==> config.mk <==
export PLATFORM = sky130hd
export DESIGN_NAME = fetch_seq
export DESIGN_NICKNAME = d
export VERILOG_FILES = /design/src/rtl/rk16_pkg.sv /design/src/rtl/pc_unit.sv /design/src/rtl/fetch_seq.sv
export SDC_FILE = /design/constraint.sdc
export NUM_CORES = 1
export LEC_CHECK = 0
export CAP_MARGIN = 20
export CORE_UTILIZATION = 45
export CTS_CLUSTER_SIZE = 40
export DETAILED_ROUTE_END_ITERATION = 7
export HOLD_SLACK_MARGIN = 0.03
export PLACE_DENSITY = 0.86
export SETUP_SLACK_MARGIN = 0.02
export SLEW_MARGIN = 10
export SYNTH_ARGS = -nofsm -noshare
export SYNTH_HDL_FRONTEND = slang
export SYNTH_SLANG_ARGS = --single-unit
==> constraint.sdc <==
create_clock -name clk -period 3.7 [get_ports clk]
set_input_delay 0.74 -clock clk [delete_from_list [all_inputs] [get_ports clk]]
set_output_delay 0.74 -clock clk [all_outputs]
set_load 0.05 [all_outputs]
==> src/rtl/rk16_pkg.sv <==
// Shared RK16 definitions: stage one-hot codes, opcodes and the fetch sequencer state set.
package rk16_pkg;

  localparam logic [3:0] STG_NONE = 4'b0000;
  localparam logic [3:0] STG0     = 4'b0001;
  localparam logic [3:0] STG1     = 4'b0010;
  localparam logic [3:0] STG2     = 4'b0100;
  localparam logic [3:0] STG3     = 4'b1000;

  localparam logic [3:0] CALC  = 4'h0;
  localparam logic [3:0] CALCI = 4'h1;
  localparam logic [3:0] LOAD  = 4'h2;
  localparam logic [3:0] STORE = 4'h3;
  localparam logic [3:0] CALIF = 4'h4;

  typedef enum logic [2:0] {
    FS_FETCH  = 3'd0,
    FS_STG0   = 3'd1,
    FS_STG1   = 3'd2,
    FS_STG2   = 3'd3,
    FS_STG3   = 3'd4,
    FS_HALTED = 3'd5
  } fs_state_e;

endpackage

==> src/rtl/pc_unit.sv <==
// Program counter with increment/target select; ret_addr is the sequential successor.
module pc_unit #(
  parameter int unsigned       PC_W   = 16,
  parameter logic [PC_W-1:0]   RST_PC = '0
) (
  input  logic            clk,
  input  logic            rst_n,
  input  logic            load,
  input  logic            take,
  input  logic [PC_W-1:0] target,
  output logic [PC_W-1:0] pc,
  output logic [PC_W-1:0] ret_addr
);

  logic [PC_W-1:0] pc_q, pc_d;

  assign ret_addr = pc_q + PC_W'(1);

  always_comb begin
    pc_d = pc_q;
    if (load) pc_d = take ? target : ret_addr;
  end

  always_ff @(posedge clk or negedge rst_n) begin
    if (!rst_n) pc_q <= RST_PC;
    else        pc_q <= pc_d;
  end

  assign pc = pc_q;

endmodule

==> src/rtl/fetch_seq.sv <==
// RK16 front end: fetches one instruction per slot, sequences STG0..STG3,
// resolves CALIF at STG3 exit and supports debug halt/single-step.
module fetch_seq
  import rk16_pkg::*;
#(
  parameter int unsigned     PC_W   = 16,
  parameter logic [PC_W-1:0] RST_PC = '0
) (
  input  logic            clk,
  input  logic            rst_n,
  output logic            imem_req,
  output logic [PC_W-1:0] imem_addr,
  input  logic            imem_ack,
  input  logic [31:0]     imem_rdata,
  output logic [31:0]     inst,
  output logic [3:0]      stage,
  input  logic            pfc_ctrl,
  input  logic            cond,
  input  logic [PC_W-1:0] target,
  output logic [PC_W-1:0] ret_addr,
  output logic [PC_W-1:0] pc,
  input  logic            halt,
  input  logic            step,
  output logic            halted,
  output logic [15:0]     instret
);

  fs_state_e   state_q, state_d;
  logic        req_q, req_d;
  logic [31:0] inst_q;
  logic [15:0] instret_q;
  logic        retire;
  logic        fetch_done;

  assign fetch_done = (state_q == FS_FETCH) && req_q && imem_ack;

  // req is registered so it stays low for the first cycle after reset
  // release, then rises together with every entry into FETCH.
  always_comb begin
    state_d = state_q;
    req_d   = 1'b0;
    retire  = 1'b0;
    unique case (state_q)
      FS_FETCH: begin
        if (fetch_done) state_d = FS_STG0;
        else            req_d   = 1'b1;
      end
      FS_STG0: state_d = FS_STG1;
      FS_STG1: state_d = FS_STG2;
      FS_STG2: state_d = FS_STG3;
      FS_STG3: begin
        retire = 1'b1;
        if (halt && !step) begin
          state_d = FS_HALTED;
        end else begin
          state_d = FS_FETCH;
          req_d   = 1'b1;
        end
      end
      FS_HALTED: begin
        if (step || !halt) begin
          state_d = FS_FETCH;
          req_d   = 1'b1;
        end
      end
      default: state_d = FS_FETCH;
    endcase
  end

  always_ff @(posedge clk or negedge rst_n) begin
    if (!rst_n) begin
      state_q   <= FS_FETCH;
      req_q     <= 1'b0;
      inst_q    <= '0;
      instret_q <= '0;
    end else begin
      state_q <= state_d;
      req_q   <= req_d;
      if (fetch_done) inst_q    <= imem_rdata;
      if (retire)     instret_q <= instret_q + 16'd1;
    end
  end

  always_comb begin
    unique case (state_q)
      FS_STG0: stage = STG0;
      FS_STG1: stage = STG1;
      FS_STG2: stage = STG2;
      FS_STG3: stage = STG3;
      default: stage = STG_NONE;
    endcase
  end

  pc_unit #(
    .PC_W   (PC_W),
    .RST_PC (RST_PC)
  ) u_pc (
    .clk      (clk),
    .rst_n    (rst_n),
    .load     (retire),
    .take     (pfc_ctrl && cond),
    .target   (target),
    .pc       (pc),
    .ret_addr (ret_addr)
  );

  assign imem_req  = req_q;
  assign imem_addr = pc;
  assign inst      = inst_q;
  assign halted    = (state_q == FS_HALTED);
  assign instret   = instret_q;

endmodule
Yosys cells after proc, flatten, opt, wreduce, memory -nomap -nowiden
Cells that the tools add are included.
{"block": "totals", "register_bits": 68, "latchBits": 0, "mem_bits_rw": 0, "rom_bits": 0, "in_bits": 55, "output_inout_bits": 102, "word_cells": 34, "n_memories": 0}
{"block": "op_classes", "add_sub_neg": 2, "multipliers": 0, "div_mod_pow": 0, "n_lt_le_gt_ge": 0, "eq_ne": 7, "shifts": 0, "n_mux": 11, "bitwise": 0, "n_reduce_logical": 9}
{"operator": "adder 16 x 1 -> 16 bit, second input constant", "count": 2}
{"operator": "one-hot mux 3 bit (6 select lines)", "count": 1}
{"operator": "two-way mux 16 bit", "count": 1}
{"operator": "one-hot mux 4 bit (4 select lines)", "count": 1}
{"operator": "two-way mux 3 bit", "count": 3}
{"operator": "== test 3 x 2 -> 1 bit, second input constant", "count": 2}
{"operator": "== test 3 bit, second input constant", "count": 2}
{"operator": "logical AND 1 bit", "count": 4}
{"operator": "two-way mux 1 bit", "count": 4}
{"operator": "== test 3 x 1 -> 1 bit, second input constant", "count": 1}
{"operator": "logical NOT 3 bit", "count": 1}
{"operator": "one-hot mux 1 bit (3 select lines)", "count": 1}
{"operator": "logical NOT 1 bit", "count": 2}
{"operator": "inequality test 2 x 1 -> 1 bit, second input constant", "count": 1}
{"operator": "inequality test 2 bit, second input constant", "count": 1}
{"operator": "AND reduction 2 bit", "count": 1}
{"operator": "logical OR 1 bit", "count": 1}

Longest topological paths before layout
Gate-level depths: netlist (run 1).
{"block": "logic_depth", "word_depth": 5, "depth_mapped": 8, "depth_no_buf": 5}

By module
From an unflattened synthesis (run 1), not the netlist that was laid out.
{"block": "hier_totals", "cells_unflattened": 307, "area_unflattened_um2": 3455.8}
{"module": "fetch_seq", "n_inst": 1, "cells_each": 165, "area_each_um2": 2237.1, "seq_area_each_um2": 1301.2}
{"module": "pc_unit", "n_inst": 1, "cells_each": 142, "area_each_um2": 1218.7, "seq_area_each_um2": 400.4}

Least setup slack after synthesis (run 1)
OpenSTA, ideal clock, no wires.
{"block": "synth_path", "path_type": "register to output", "startpoint": "register u_pc.pc_q[0] (netlist: u_pc.pc[0])", "endpoint": "output port ret_addr[12]", "t_arrival_ns": 2.647, "required_time_ns": 2.960, "setup_slack_ns": 0.313, "path_stages_with_launch": 5, "path_buffers": 0, "path_cell_list": "dfrtp_1 -> ha_1 -> nand3_2 -> or4_1 -> xnor2_1"}
{"block": "synth_via", "elab_chain_len": 1}
{"item": "from (decl)", "line": "pc_unit.sv:15", "text": "logic [PC_W-1:0] pc_q, pc_d;"}
{"item": "from (signal assigned)", "line": "pc_unit.sv:26", "text": "else pc_q <= pc_d;"}
{"item": "adder 16 x 1 -> 16 bit", "line": "pc_unit.sv:17", "text": "assign ret_addr = pc_q + PC_W'(1);"}
{"item": "to (decl)", "line": "fetch_seq.sv:20", "text": "output logic [PC_W-1:0] ret_addr,"}
No other way between the ends.

Worst setup path in the final report (run 1)
{"block": "layout_path", "startpoint": "register u_pc.pc_q[0] (netlist: u_pc.pc[0])", "endpoint": "output port ret_addr[8]"}
Same word-level chain as after synthesis.

==> metrics.sh, run 1 <==
STATUS='finished, final reports clean'
DIE_Y_EXTENT_UM=88.66
ANTENNA_FOUND_INITIAL=0
FINISH.CELL_COUNT_WITHOUT_FILLERS=546
TIMING.CRITICAL_PATH.REQUIRED_PS=2960
FLOORPLAN.IO_PINS=157
CRITICAL_PATH.ENDPOINT_TYPE='output pin'
YS_SEQ_ELEMENTS=68
TOTAL_AREA_OF_MULTI_INPUT_COMBINATIONAL_CELLS_MM2=0.001469
GRT_MET1_USAGE=0.2640
N_FILL_CELL=530
ANTENNADIODECOUNT=0
SYNTHDOMINANTAREACELLTYPE='sky130_fd_sc_hd__dfrtp_1'
VIA_TO_CELL_RATIO=5.159
VIAS=2817
HOLD_FIX_BUFFERS_AT_CTS=0
TIMING_HOLD_VIOLATIONS_FINAL=0
HOLD_PATH.CLASS='input pin to asynchronous set/reset pin'
RSZ0062_AT_GRT='false'
AREA.SEQUENTIAL_MM2=0.001702
PLACE.DETAILED.INSTANCES=530
CRIT_PATH_MAX_FANOUT=9
CELLLEAKAGEPOWER_nW=2.170
REPORT.POWER.TOTAL_mW=5.522
CP_SLOWEST_STAGE_DELAY_PS=820
TIMING.MAX_CAP.VIOLATIONS=0
INITIAL_CORE_UTIL=0.4659
CRITPATHARRIVALTIME_PS=2760
POST_ROUTE_CELLS_DRIVE_ABOVE_1_SHARE=0.1454
DRC_ERRORS=0
MAX-VDD-IR-DROP_mV=0.6272
WORSTPATHCELLLIST='ha_1, nand3_2, or3_1, xnor2_1, clkdlybuf4s50_1'
STARTPOINT_TYPE='register'
GRT_MET3_USE=0.05131
NNETSFINAL=499
SLEW_HEADROOM=0.3769
GLOBALROUTE.BUSIESTLAYER='met2'
SYNTHESIS.YOSYS.WARNINGS=0
GRT_MAX_DEGREE=39
SETUP_TNS_PS=0
INITIALDRTVIOLATIONCOUNT=94
FP-ROW-COUNT=31
CTSRESIZECOUNT=1
TRITONCTS_BUFFER_COUNT=9
CORE_AREA_MM2=0.007253
IO_BUFFER_COUNT=156
CTS.PATH.MAX_BUFFERS=2
NUMBER_OF_GLOBAL_ROUTE_VIAS_BEFORE_REPAIR=2649
DP.FINAL_HPWL_UM=6292
GPL.FINAL_WEIGHTED_CONGESTION=0.8268
PLACE_AREA_MM2=0.004891
FINALWORSTPATHREQUIREDPERIOD_PS=3497
WORST_PIN_SLEW_PS=932.3
SYNTH_ENABLE_FLOP_CELLS=0
SYNTH_CELL_TYPES=49
FIN_WORST_HOLD_SLACK_PS=431.7
WIRE_PER_INST_UM=15.93
TOTALWIRELENGTH_UM=8698
SETUP_VIOL_COUNT_FINAL=0
GLOBAL_ROUTE.OVERFLOW_TOTAL=0
WORST_CLOCK_SKEW_PS=7.480
LAYOUT.CELL_AREA.NON_FILLER_MM2=0.005160
DRTANTENNAVIOLNETS=0
SYNTH_ASYNC_SR_FLOP_SHARE=1.000
NETLIST_TOP_CELLS_AREA='sky130_fd_sc_hd__dfrtp_1 (50%), sky130_fd_sc_hd__mux2_2 (10%), sky130_fd_sc_hd__xnor2_1 (4.1%)'
TRITONCTS_CLOCK_TREE='done'
CHIPWIDTH_UM=88.66
GRT.MET2_USAGE=0.3811
SYNTH_TOP_CELLS_BY_COUNT='sky130_fd_sc_hd__dfrtp_1 (68), sky130_fd_sc_hd__mux2_2 (30), sky130_fd_sc_hd__nand2_1 (28)'
SYNTH_AREA_PER_CELL_UM2=11.15
FIRST_PASS_ITERS=5
POWER-PER-CELL-AREA_mW_PER_MM2=1070
SMALLEST_SETUP_SLACK_AFTER_LAYOUT_PS=203.3
PERIOD_SHARE=0.9451
PRE_CTS_WS_PS=356.8
SYNTH_TOP_CELL_AREA_SHARE=0.5035
CPMAXSTAGEDELAYCELL='sky130_fd_sc_hd__clkdlybuf4s50_1'
CLOCK-ROOT-BUFFER='sky130_fd_sc_hd__clkbuf_8'
TIMING.FINAL.MAX_SLEW_VIOLATIONS=0
HTREE_LEVELS=3
POSTCTS_SETUP_BUFS=0
CLK_TRANSITION_REPORTED_PATHS_PS=80
AREA_GROWTH_SYN_TO_LAYOUT_PCT=52.68
FINISH.UTILIZATION=0.7114
FLOORPLAN.DIE_AREA_MM2=0.007861
CTS_NUM_SINKS=68
SYN-INSTANCE-COUNT=303
SYNTH.CELL_AREA_MM2=0.003379
SYNTHESIS.NETS=360
SYNTH.MOST_COMMON_CELL='sky130_fd_sc_hd__dfrtp_1'
CRIT_TYPE='register to output pin'
SHARE_OF_THE_YOSYS_CHIP_AREA_BELONGING_TO_REGISTERS=0.5035
SYNTH-MAIN-FF-CELL='sky130_fd_sc_hd__dfrtp_1'
GRT_USAGE=0.2199
CLOCK_INSERTION_DELAY_WORST_SKEW_PS=330
GRT_PASS1_WL_UM=13160
FMAX_MHz=286.0
-- per-layer routing --
layer	routed length, um	vias up
met5	0	-
met2	4333	120
met4	182	0
met1	3434	1354
met3	747	14
li1	-	1329
-- area by class of cell --
| type | instances | share of cell area |
|---|---|---|
| sequential | 68 | 0.3298 |
| clock buffer | 11 | 0.02934 |
| inverter | 5 | 0.004607 |
| multi-input combinational | 199 | 0.2847 |
| clock inverter | 5 | 0.02085 |
| timing repair buffer | 159 | 0.3067 |
| tap | 99 | 0.02401 |
-- cells in the final DEF (no fill, tap or decap), types with 3 or more instances in the layout --
cell,instances
sky130_fd_sc_hd__clkdlybuf4s50_1,152
sky130_fd_sc_hd__dfrtp_1,68
sky130_fd_sc_hd__mux2_2,30
sky130_fd_sc_hd__nand2_1,28
sky130_fd_sc_hd__xnor2_1,16
sky130_fd_sc_hd__nor2_1,14
sky130_fd_sc_hd__xor2_1,12
sky130_fd_sc_hd__a21oi_1,11
sky130_fd_sc_hd__clkbuf_8,11
sky130_fd_sc_hd__nand3_1,9
sky130_fd_sc_hd__nand4_1,6
sky130_fd_sc_hd__o21ai_0,6
sky130_fd_sc_hd__o22ai_1,5
sky130_fd_sc_hd__a2bb2oi_1,5
sky130_fd_sc_hd__a31oi_1,5
sky130_fd_sc_hd__and2_1,4
sky130_fd_sc_hd__inv_1,4
sky130_fd_sc_hd__nor3_1,4
sky130_fd_sc_hd__nand2b_1,3
sky130_fd_sc_hd__clkinv_4,3
sky130_fd_sc_hd__bufinv_16,3
sky130_fd_sc_hd__buf_4,3
-- worst max-delay path, delay by kind of cell (launching register included) --
family                   cells  cell delay [ps]
XOR/XNOR                     1              150
adder cells (fa/ha/maj)      1              280
buffers and inverters        1              820
flip-flops                   1              490
AND/OR/NAND/NOR              2              690
-- path summary, 6_finish.rpt --
kind / from / endpoint / slack (ps) / cells past startpoint
setup / recovery: u_pc.pc[0] / ret_addr[8] / 200 / 5
hold / removal: rst_n / inst[28] / 430 / 1
setup reg to reg: u_pc.pc[0] / u_pc.pc[14] / 1660 / 5
hold reg to reg: instret[15] / instret[15] / 480 / 1
max in group asynchronous: rst_n / instret[8] / 2310 / 2
min in group clk: instret[15] / instret[15] / 480 / 1
-- report_power, final --
part	total, mW	leakage [nW]	internal [mW]	switching (mW)
registers	1.34	0.828	1.03	0.310
clock network	0.771	0.130	0.487	0.283
logic	3.41	1.21	1.17	2.24
-- sequential cells by signal, indices dropped and copies added, names as in the netlist --
name      cells
state_q       3
u_pc.pc      16
inst         32
instret      16
imem_req      1
-- cell families after synthesis --
| group | share of synthesized area |
|---|---|
| compound gates | 0.08256 |
| xor+xnor | 0.07256 |
| fa+ha+maj | 0.007403 |
| buf+inv | 0.06627 |
| flops | 0.5035 |
| mux | 0.1096 |
| simple gates | 0.1581 |
Note: power is estimated with default switching activity, not from simulation.
==> inputs of run 2 (changes only) <==
--- a/config.mk
+++ b/config.mk
@@ -6,11 +6,12 @@
 export NUM_CORES = 1
 export LEC_CHECK = 0
 export CAP_MARGIN = 20
-export CORE_UTILIZATION = 45
+export CORE_UTILIZATION = 42
 export CTS_CLUSTER_SIZE = 40
 export DETAILED_ROUTE_END_ITERATION = 7
+export GPL_TIMING_DRIVEN = 1
 export HOLD_SLACK_MARGIN = 0.03
-export PLACE_DENSITY = 0.86
+export PLACE_DENSITY = 0.81
 export SETUP_SLACK_MARGIN = 0.02
 export SLEW_MARGIN = 10
 export SYNTH_ARGS = -nofsm -noshare
==> constraint.sdc (replaced) <==
create_clock -name clk -period 3.6 [get_ports clk]
set_input_delay 0.72 -clock clk [delete_from_list [all_inputs] [get_ports clk]]
set_output_delay 0.72 -clock clk [all_outputs]
set_load 0.05 [all_outputs]
==> run 2 against run 1 <==
First-iteration DRC count grew 14%. Flip-flop and latch count stayed put. Critical endpoint is now ret_addr[13]. Routed wire length down 6.8%. Setup slack worse by 59 ps. Total power increased by 2.1%. Sequential share of layout area is essentially flat. Critical path depth shrank 1. Cell count rose by 0.73%. Final area is 0.12% higher. Clock skew is 1.9 ps higher. Highest routed layer unchanged. Global-route usage down 2.6 points. Utilization decreased by 4.6 points.
==> metrics.sh, run 2 (synthesized netlist as in run 1, its figures left out) <==
STATUS='finished, final reports clean'  # unchanged
NUMBER_OF_GLOBAL_ROUTE_VIAS_BEFORE_REPAIR=2679  # was 2649
MAX-VDD-IR-DROP_mV=0.6365  # was 0.6272 mV
CTS.PATH.MAX_BUFFERS=2  # unchanged
MIN_FROM='instret[15]'
FLOORPLAN.DIE_AREA_MM2=0.008409  # was 0.007861 mm2
FMAX_MHz=289.4
GPL.FINAL_WEIGHTED_CONGESTION=0.8161  # was 0.8268
WORST_CLOCK_SKEW_PS=9.365  # was 7.480 ps
DRC_ERRORS=0  # unchanged
CORE_AREA_MM2=0.007767  # was 0.007253 mm2
TIMING_HOLD_VIOLATIONS_FINAL=0  # unchanged
FINISH.CELL_COUNT_WITHOUT_FILLERS=550  # was 546
CRITPATHARRIVALTIME_PS=2740  # was 2760 ps
TIMING.MAX_CAP.VIOLATIONS=0  # unchanged
FINISH.UTILIZATION=0.6651  # was 0.7114
IO_BUFFER_COUNT=156  # unchanged
LARGEST_REGISTER_FF_COUNT=32  # unchanged
TRITONCTS_CLOCK_TREE='done'  # unchanged
INITIAL_CORE_UTIL=0.4351  # was 0.4659
FIRST_PASS_ITERS=4  # was 5
FP-ROW-COUNT=32  # was 31
CRITICAL_PATH.REG2REG.STARTPOINT='u_pc.pc[0]'  # unchanged
WORST_PIN_SLEW_PS=959.5  # was 932.3 ps
CRIT_PATH_MAX_FANOUT=9  # unchanged
FIN_WORST_HOLD_SLACK_PS=472.6  # was 431.7 ps
CHIPWIDTH_UM=91.70  # was 88.66 um
CLK_TRANSITION_REPORTED_PATHS_PS=70  # was 80 ps
TIMING.FINAL.MAX_SLEW_VIOLATIONS=0  # unchanged
VIAS=2801  # was 2817
DP.FINAL_HPWL_UM=5943  # was 6292 um
NNETSFINAL=500  # was 499
ANTENNA_FOUND_INITIAL=0  # unchanged
TIMING.CRITICAL_PATH.REQUIRED_PS=2880  # was 2960 ps
DRTANTENNAVIOLNETS=0  # unchanged
POST_ROUTE_CELLS_DRIVE_ABOVE_1_SHARE=0.1518  # was 0.1454
COMB_POWER_SHARE=0.619  # was 0.617
CRITICAL_PATH.ENDPOINT_TYPE='output pin'  # unchanged
POWER-PER-CELL-AREA_mW_PER_MM2=1092  # was 1070 mW/mm2
LAYOUT.CELLS.MOST_COMMON_LIST='sky130_fd_sc_hd__clkdlybuf4s50_1 (151), sky130_fd_sc_hd__dfrtp_1 (68), sky130_fd_sc_hd__mux2_2 (30)'  # was sky130_fd_sc_hd__clkdlybuf4s50_1 (152), sky130_fd_sc_hd__dfrtp_1 (68), sky130_fd_sc_hd__mux2_2 (30)
GRT_MAX_DEGREE=38  # was 39
CLOCK-ROOT-BUFFER='sky130_fd_sc_hd__clkbuf_8'  # unchanged
CTS_NUM_SINKS=68  # unchanged
FINAL_COMMON_CELL='sky130_fd_sc_hd__clkdlybuf4s50_1'  # unchanged
TOTALWIRELENGTH_UM=8109  # was 8698 um
WORSTSETUPSTARTPOINT='u_pc.pc[2]'  # was u_pc.pc[0]
SETUP_VIOL_COUNT_FINAL=0  # unchanged
ANTENNADIODECOUNT=0  # unchanged
VIA_TO_CELL_RATIO=5.093  # was 5.159
CRIT_TYPE='register to output pin'  # unchanged
POWER.SEQUENTIAL.FRACTION=0.243  # about the same
CELLLEAKAGEPOWER_nW=2.173  # was 2.170 nW
WIRE_PER_INST_UM=14.74  # was 15.93 um
STARTPOINT_TYPE='register'  # unchanged
N_FILL_CELL=608  # was 530
HTREE_LEVELS=3  # unchanged
AREA_GROWTH_SYN_TO_LAYOUT_PCT=52.87  # was 52.68%
PERIOD_SHARE=0.9600
NET_SWITCHING_POWER_mW=2.871  # was 2.829 mW
FINALWORSTPATHREQUIREDPERIOD_PS=3456
DIE_Y_EXTENT_UM=91.70  # was 88.66 um
TRITONCTS_BUFFER_COUNT=9  # unchanged
PLACE.DETAILED.INSTANCES=534  # was 530
RSZ0062_AT_GRT='true'  # was false
HOLD_FIX_BUFFERS_AT_CTS=0  # unchanged
INTERNAL_POWER_mW=2.768  # was 2.693 mW
POWER.SHARE.CLOCK=0.139  # was 0.140
GRT_USAGE=0.1938  # was 0.2199
SLEW_HEADROOM=0.3588  # was 0.3769
FLOORPLAN.IO_PINS=157  # unchanged
INITIALDRTVIOLATIONCOUNT=107  # was 94
GRT_PASS1_WL_UM=12930  # was 13160 um
GLOBAL_ROUTE.OVERFLOW_TOTAL=0  # unchanged
CLOCK_INSERTION_DELAY_WORST_SKEW_PS=330  # about the same
POWER.SHARE.SWITCHING=0.5092  # was 0.5123
HOLD_PATH.CLASS='register to register'  # was input pin to asynchronous set/reset pin
SETUP_TNS_PS=0  # unchanged
-- run 2: cell types whose count changed in the layout (fill, tap and decap cells not counted), sizes merged --
cell | previous run | this run
dlygate4sd2 | 1 | 0
inv | 4 | 5
clkdlybuf4s50 | 152 | 151
buf | 4 | 7
clkinvlp | 0 | 1
clkinv | 3 | 1
-- run 2: final cells by class --
cell class,count,area (um2),share of cell area
tap,102,127.6,0.02470
clock inverter,5,106.4,0.02059
timing repair buffer,160,1587,0.3071
multi-input combinational,199,1469,0.2843
inverter,5,23.77,0.004602
sequential,68,1702,0.3294
clock buffer,11,151.4,0.02930
-- run 2: metal layers --
| layer | global-route usage | wire, um | up-vias |
|---|---|---|---|
| met5 | 0 | 0 | - |
| met4 | 0.06641 | 91 | 0 |
| met3 | 0.04975 | 658 | 9 |
| met2 | 0.3195 | 3819 | 116 |
| met1 | 0.2481 | 3541 | 1345 |
| li1 | - | - | 1331 |
-- run 2: metrics by stage --
step	cell area (um2)	power, mW	setup WS, ps
3_5_place_dp	4897	4.883	435.9
4_1_cts	5155	5.684	48.24
3_3_place_gp	4897	4.846	513.8
6_report	5166	5.639	144.1
2_1_floorplan	3379	3.807	233.0
5_1_grt	5166	5.878	17.98
-- run 2: final timing paths --
kind                                end  slack (ps)  cells after the start
min in group asynchronous       inst[6]         490                      1
max in group asynchronous       inst[0]        2290                      2
min                         instret[15]         470                      1
max                        ret_addr[13]         140                      4
max reg2reg                 u_pc.pc[12]        1560                      5
min reg2reg                 instret[15]         470                      1
-- run 2: power by group through the flow --
| stage | Sequential [mW] | Combinational [mW] | Clock, mW |
|---|---|---|---|
| after floorplan | 2.30 | 1.51 | 0 |
| after global placement | 1.36 | 3.49 | 0 |
| after detailed placement | 1.39 | 3.50 | 0 |
| after CTS | 1.37 | 3.50 | 0.810 |
| after global routing | 1.43 | 3.62 | 0.832 |
| final | 1.37 | 3.49 | 0.783 |
-- run 2: repair_timing --
item,in CTS,in global routing
resized for setup,0,3
setup endpoints to repair,0,3
buffers inserted,0,0
-- run 2: worst max-delay path, stage by stage, from the launching register on --
cell	delay, ps
sky130_fd_sc_hd__dfrtp_1	500
sky130_fd_sc_hd__nand4_1	300
sky130_fd_sc_hd__nor4_1	600
sky130_fd_sc_hd__xor2_1	180
sky130_fd_sc_hd__clkdlybuf4s50_1	820
==> inputs of run 3 (changes only) <==
--- a/config.mk
+++ b/config.mk
@@ -9,7 +9,6 @@
 export CORE_UTILIZATION = 42
 export CTS_CLUSTER_SIZE = 40
 export DETAILED_ROUTE_END_ITERATION = 7
-export GPL_TIMING_DRIVEN = 1
 export HOLD_SLACK_MARGIN = 0.03
 export PLACE_DENSITY = 0.81
 export SETUP_SLACK_MARGIN = 0.02
@@ -17,3 +16,4 @@
 export SYNTH_ARGS = -nofsm -noshare
 export SYNTH_HDL_FRONTEND = slang
 export SYNTH_SLANG_ARGS = --single-unit
+export TNS_END_PERCENT = 50
==> results of run 3 <==
The final DEF is identical to that of run 2; final timing and power are the same.
